[src/rtl/program_loader.sv]
// program_loader: writes a framed byte stream (length, payload, checksum) into instruction memory from address 0.
// Latency: each payload transfer is written one cycle later; done/error follow the checksum transfer by one cycle.
// Backpressure: in_ready is high only in LEN/DATA/CHECK; in_valid gaps stall the frame indefinitely.
module program_loader #(
  parameter int BITS        = 8,
  parameter int MEMORY_BITS = 8,
  parameter int MEMORY_SIZE = 256
) (
  input  logic                   clk,
  input  logic                   reset,
  input  logic                   start,
  input  logic                   in_valid,
  input  logic [BITS-1:0]        in_data,
  output logic                   in_ready,
  output logic                   mem_we,
  output logic [MEMORY_BITS-1:0] mem_addr,
  output logic [BITS-1:0]        mem_data,
  output logic                   busy,
  output logic                   done,
  output logic                   error,
  output logic [MEMORY_BITS:0]   loaded_count
);

  typedef enum logic [2:0] {
    ST_IDLE,
    ST_LEN,
    ST_DATA,
    ST_CHECK,
    ST_DONE,
    ST_ERROR
  } state_t;

  state_t                 state_q;
  logic                   busy_q;
  logic                   mem_we_q;
  logic                   done_q;
  logic                   error_q;
  logic [MEMORY_BITS-1:0] addr_q;
  logic [MEMORY_BITS-1:0] mem_addr_q;
  logic [BITS-1:0]        mem_data_q;
  logic [BITS-1:0]        sum_q;
  logic [MEMORY_BITS:0]   len_q;
  logic [MEMORY_BITS:0]   count_q;

  logic                   xfer;
  logic [MEMORY_BITS:0]   count_d;
  logic [MEMORY_BITS:0]   len_d;
  logic [BITS-1:0]        sum_d;
  logic [MEMORY_BITS-1:0] addr_d;

  // The loader is ready exactly when it is busy, so a transfer is valid gated by busy.
  assign xfer    = in_valid & busy_q;
  assign count_d = count_q + (MEMORY_BITS+1)'(1);
  assign addr_d  = addr_q + MEMORY_BITS'(1);
  assign sum_d   = sum_q + in_data;
  // A length byte of zero encodes a completely full memory.
  assign len_d   = (in_data == '0) ? (MEMORY_BITS+1)'(MEMORY_SIZE)
                                   : (MEMORY_BITS+1)'(in_data);

  // Frame FSM: sequences LEN -> DATA -> CHECK and registers every output.
  always_ff @(posedge clk or posedge reset) begin
    if (reset) begin
      state_q    <= ST_IDLE;
      busy_q     <= 1'b0;
      mem_we_q   <= 1'b0;
      done_q     <= 1'b0;
      error_q    <= 1'b0;
      addr_q     <= '0;
      mem_addr_q <= '0;
      mem_data_q <= '0;
      sum_q      <= '0;
      len_q      <= '0;
      count_q    <= '0;
    end else begin
      // Write strobe is a single-cycle pulse per payload transfer.
      mem_we_q <= 1'b0;
      case (state_q)
        ST_IDLE, ST_DONE, ST_ERROR: begin
          if (start) begin
            state_q <= ST_LEN;
            busy_q  <= 1'b1;
            done_q  <= 1'b0;
            error_q <= 1'b0;
            count_q <= '0;
            addr_q  <= '0;
            sum_q   <= '0;
          end
        end
        ST_LEN: begin
          if (xfer) begin
            len_q   <= len_d;
            state_q <= ST_DATA;
          end
        end
        ST_DATA: begin
          if (xfer) begin
            mem_we_q   <= 1'b1;
            mem_addr_q <= addr_q;
            mem_data_q <= in_data;
            addr_q     <= addr_d;
            count_q    <= count_d;
            sum_q      <= sum_d;
            if (count_d == len_q) begin
              state_q <= ST_CHECK;
            end
          end
        end
        ST_CHECK: begin
          if (xfer) begin
            busy_q <= 1'b0;
            if (in_data == sum_q) begin
              state_q <= ST_DONE;
              done_q  <= 1'b1;
            end else begin
              state_q <= ST_ERROR;
              error_q <= 1'b1;
            end
          end
        end
        default: begin
          state_q <= ST_IDLE;
          busy_q  <= 1'b0;
        end
      endcase
    end
  end

  assign in_ready     = busy_q;
  assign busy         = busy_q;
  assign mem_we       = mem_we_q;
  assign mem_addr     = mem_addr_q;
  assign mem_data     = mem_data_q;
  assign done         = done_q;
  assign error        = error_q;
  assign loaded_count = count_q;

endmodule

[config.mk]
export PLATFORM = sky130hd
export DESIGN_NAME = program_loader
export DESIGN_NICKNAME = d
export VERILOG_FILES = /design/src/rtl/program_loader.sv
export SDC_FILE = /design/constraint.sdc
export NUM_CORES = 1
export LEC_CHECK = 0
export ABC_AREA = 1
export ABC_CLOCK_PERIOD_IN_PS = 1890
export BUFFER_PORTS_ARGS = -buffer_cell sky130_fd_sc_hd__buf_2
export CAP_MARGIN = 15
export CORE_ASPECT_RATIO = 0.7
export CORE_MARGIN = 2
export CORE_UTILIZATION = 38
export CTS_CLUSTER_SIZE = 24
export DETAILED_ROUTE_END_ITERATION = 10
export PLACE_DENSITY_LB_ADDON = 0.1
export SYNTH_ARGS = -nofsm -noshare
export SYNTH_HDL_FRONTEND = slang
export SYNTH_SLANG_ARGS = --single-unit
export TNS_END_PERCENT = 10
[constraint.sdc]
create_clock -name clk -period 1.89 [get_ports clk]
set_input_delay 0.0945 -clock clk [delete_from_list [all_inputs] [get_ports clk]]
set_output_delay 0.0945 -clock clk [all_outputs]
set_load 0.02 [all_outputs]
==> qor.csv <==
stage;metric;value;unit
cts;CTS tree;built;
power;sequential group share of total power;0.319;
synth;Post-synth ARST share;1.000;
synth;Yosys reg bits;57;
layout;final net count;461;
sta;Slew Viols, Final;0;
floorplan;io pins;42;
power;Worst VDD drop;0.0005568;V
synth;Mapped Area;3089;sq um
synth;complex-gate fraction of the synthesized area;0.1243;
synth;Synth Area per Inst;8.024;sq um
synth;largest cells by area after synthesis;dfrtp_1, nand2_1, inv_1;
global_routing;initial antenna violation count;0;
power;Pleak;1.876;nW
cts;total setup buffers inserted after CTS;0;
synth;Synth Area in Adders;0.04293;
floorplan;width of the chip;111.8;microns
synth;Synth top cells by count;nand2_1, dfrtp_1, inv_1;
layout;fillers;794;
sta;worst clock skew;0.004932;ns
cts;Clock H-tree levels;3;
cts;root buffer cell;clkbuf_16;
status;status;finished clean;
critical_path;crit end category;flip-flop;
power;total power;0.005798;W
critical_path;Reg2Reg Setup Slack;0.14;ns
critical_path;Worst R2R Start;sum_q[1];
synth;Synth Area in Simple Gates;0.2637;
critical_path;Worst setup SP type;flip-flop;
detailed_routing;Via density;4.824;
global_routing;largest net degree at the start of global routing;58;
synth;Post-synth EDFFs;0;
sta;final cycle utilization of the critical path;0.9249;
floorplan;Die ar.;8878;sq um
critical_path;Critical R2R Capture;sum_q[7];
layout;Layout area overhead;22.20;%
sta;hold slack;0.01547;ns
synth;count leader, synth;nand2_1;
place;DP HPWL;5344;microns
power;switching pwr;0.002342;W
synth;post-synth top area share;0.4617;
sta;Final Hold Viols;0;
synth;Synth area leader;dfrtp_1;
synth;Mapped Cells;385;
global_routing;grt total ovfl;0;
detailed_routing;via count;2629;
critical_path;r2r worst-path depth;8;
power;sw frac;0.4039;
synth;XOR/XNOR share of the synthesized area;0.01134;
critical_path;CP max FO;3;
sta;normalized max-slew margin;0.6565;
power;internal power;0.003456;W
detailed_routing;DRC;0;
critical_path;Critical Path RT;2.11;ns
floorplan;Core ar.;7871;sq um
cts;largest buffer count on any clock path;2;
synth;YS warnings;0;
floorplan;Initial Util;0.3925;
sta;RSZ-0062 raised after global routing;yes;
layout;fin util;0.4796;
place;RD Place Congestion;0.8456;
power;part of the power in the clock network;0.276;
critical_path;crit path to;sum_q[7];
cts;Clock transition at path regs;0.05;ns
synth;synth unique cells;39;
flow_run;max_cap viols;0;
power;pwr/cell area;1536;nW/um^2
sta;final setup fails;0;
sta;minimum clock period;1.748;ns
critical_path;WP data arrival;1.96;ns
place;IO buf count;41;
synth;syn nets;407;
synth;mux contribution to synthesized area;0;
floorplan;Rows;27;
synth;sequential area share after synthesis;0.4617;
detailed_routing;Pre-antenna DRT Iters;5;
critical_path;Worst Setup SP;sum_q[1];
detailed_routing;initial DRC count;197;
layout;n_diodes;0;
floorplan;Die H;79.44;microns
cts;clock sinks;57;
detailed_routing;final wirelength;7473;microns
cts;clk_lat worst skew;0.33;ns
detailed_routing;per-cell routed wire length;13.71;microns
synth;largest family of logic cells by synthesized area;simple AND/OR/NAND/NOR gates;
worst_hold_path;Hold WC Path Type;in -> reg;
global_routing;gr usage total;0.1820;
global_routing;vias in the first global route;2520;
critical_path;crit path kind;reg -> reg;
sta;f_max;0.5721;GHz
cts;Num CTS Buffers;9;
synth;Main synth FF type;dfrtp_1;
layout;layout cell share with drive strength beyond 1;0.2252;
global_routing;first-pass GRT wire length;12590;microns
detailed_routing;Final ANT Viol Nets;0;
power;Combinational Power Share;0.405;
sta;Slew @ Worst Pin;0.5145;ns
[state kept, by name, summed over array words and instances, names as in the netlist]
signal / count
len_q: 9
loaded_count: 9
addr_q: 8
mem_addr: 8
mem_data: 8
sum_q: 8
state_q: 3
busy: 1
done: 1
error: 1
mem_we: 1
[metrics by stage]
stage               TNS (ns)  setup WS [ns]  area (sq um)  std cells
floorplan                  0         0.1063          3089        385
detailed placement         0        0.04529          3425        528
finish                     0         0.1420          3775        545
global route        -0.02404       -0.01739          3775        545
CTS                        0        0.02577          3725        545
global placement           0        0.08355          3425        528
[layer usage]
layer,vias up,wire length [microns],share of wire,track usage
li1,1356,-,-,-
met1,1219,3919,0.52,0.2592
met2,46,3177,0.43,0.2655
met3,8,301,0.040,0.05315
met4,0,74,0.0099,0.06173
met5,-,0,0,0
[worst min-delay path by stage]
stage	depth (start not counted)	from	to	slack [ns]
2_1_floorplan	1	in_data[3]	len_q[8]	0.19
3_3_place_gp	3	reset	error	0.18
3_5_place_dp	3	reset	error	0.18
4_1_cts	2	in_data[3]	len_q[8]	0.005
5_1_grt	2	in_data[3]	len_q[8]	0.02
6_report	2	in_data[3]	len_q[8]	0.02
[worst max-delay path, cell delays in order, from the launching register on]
cell and delay, ns:
dfrtp_1 0.42, ha_1 0.31, a21oi_1 0.14, o21ai_0 0.15
nand2_1 0.12, o211ai_1 0.10, or2_2 0.28, nand3_1 0.07
nand2_1 0.05
[layout make-up]
type | count | area [sq um] | share of cell area
Inverter | 54 | 205.2 | 0.05436
Multi-Input combinational cell | 264 | 1415 | 0.3749
Clock inverter | 3 | 40.04 | 0.01061
Timing Repair Buffer | 53 | 310.3 | 0.08220
Clock buffer | 13 | 250.2 | 0.06629
Sequential cell | 57 | 1428 | 0.3782
Tap cell | 101 | 126.4 | 0.03348
[logic make-up (layout without fill, tap and decap cells)]
family,count (synthesis),in the layout
AOI/OAI and AO/OA,67,67
xor gates and xnor gates,4,4
adders and majority gates,10,10
buffers and inverters,64,123
DFF,57,57
and+or+nand+nor,183,183
[power groups by stage]
stage / Combinational [W] / Clock [W] / Sequential (W)
2_1_floorplan: 0.00167 / 0 / 0.00200
3_3_place_gp: 0.00230 / 0 / 0.00184
3_5_place_dp: 0.00231 / 0 / 0.00185
4_1_cts: 0.00232 / 0.00164 / 0.00184
5_1_grt: 0.00266 / 0.00169 / 0.00190
6_report: 0.00235 / 0.00160 / 0.00185
[cell usage in the layout, fill, tap and decap left out, drive strengths merged, types with 2 or more instances in the layout]
cell type,Yosys,routed
nand2,117,117
dfrtp,57,57
inv,54,54
buf,8,52
o21ai,43,43
nand3,27,27
nor2,23,23
a21oi,13,13
clkbuf,2,13
ha,9,9
nor3,7,7
nor4,4,4
xor2,3,3
o21bai,3,3
o31ai,3,3
o22ai,2,2
nand4,2,2
or2,2,2
clkinv,0,2
[what timing repair did]
action	in CTS	in global routing
resized for setup	0	15
hold buffers	1	0
hold endpoints to repair	57	0
endpoints found under the setup margin	0	5
(Power assumes the default switching activity.)
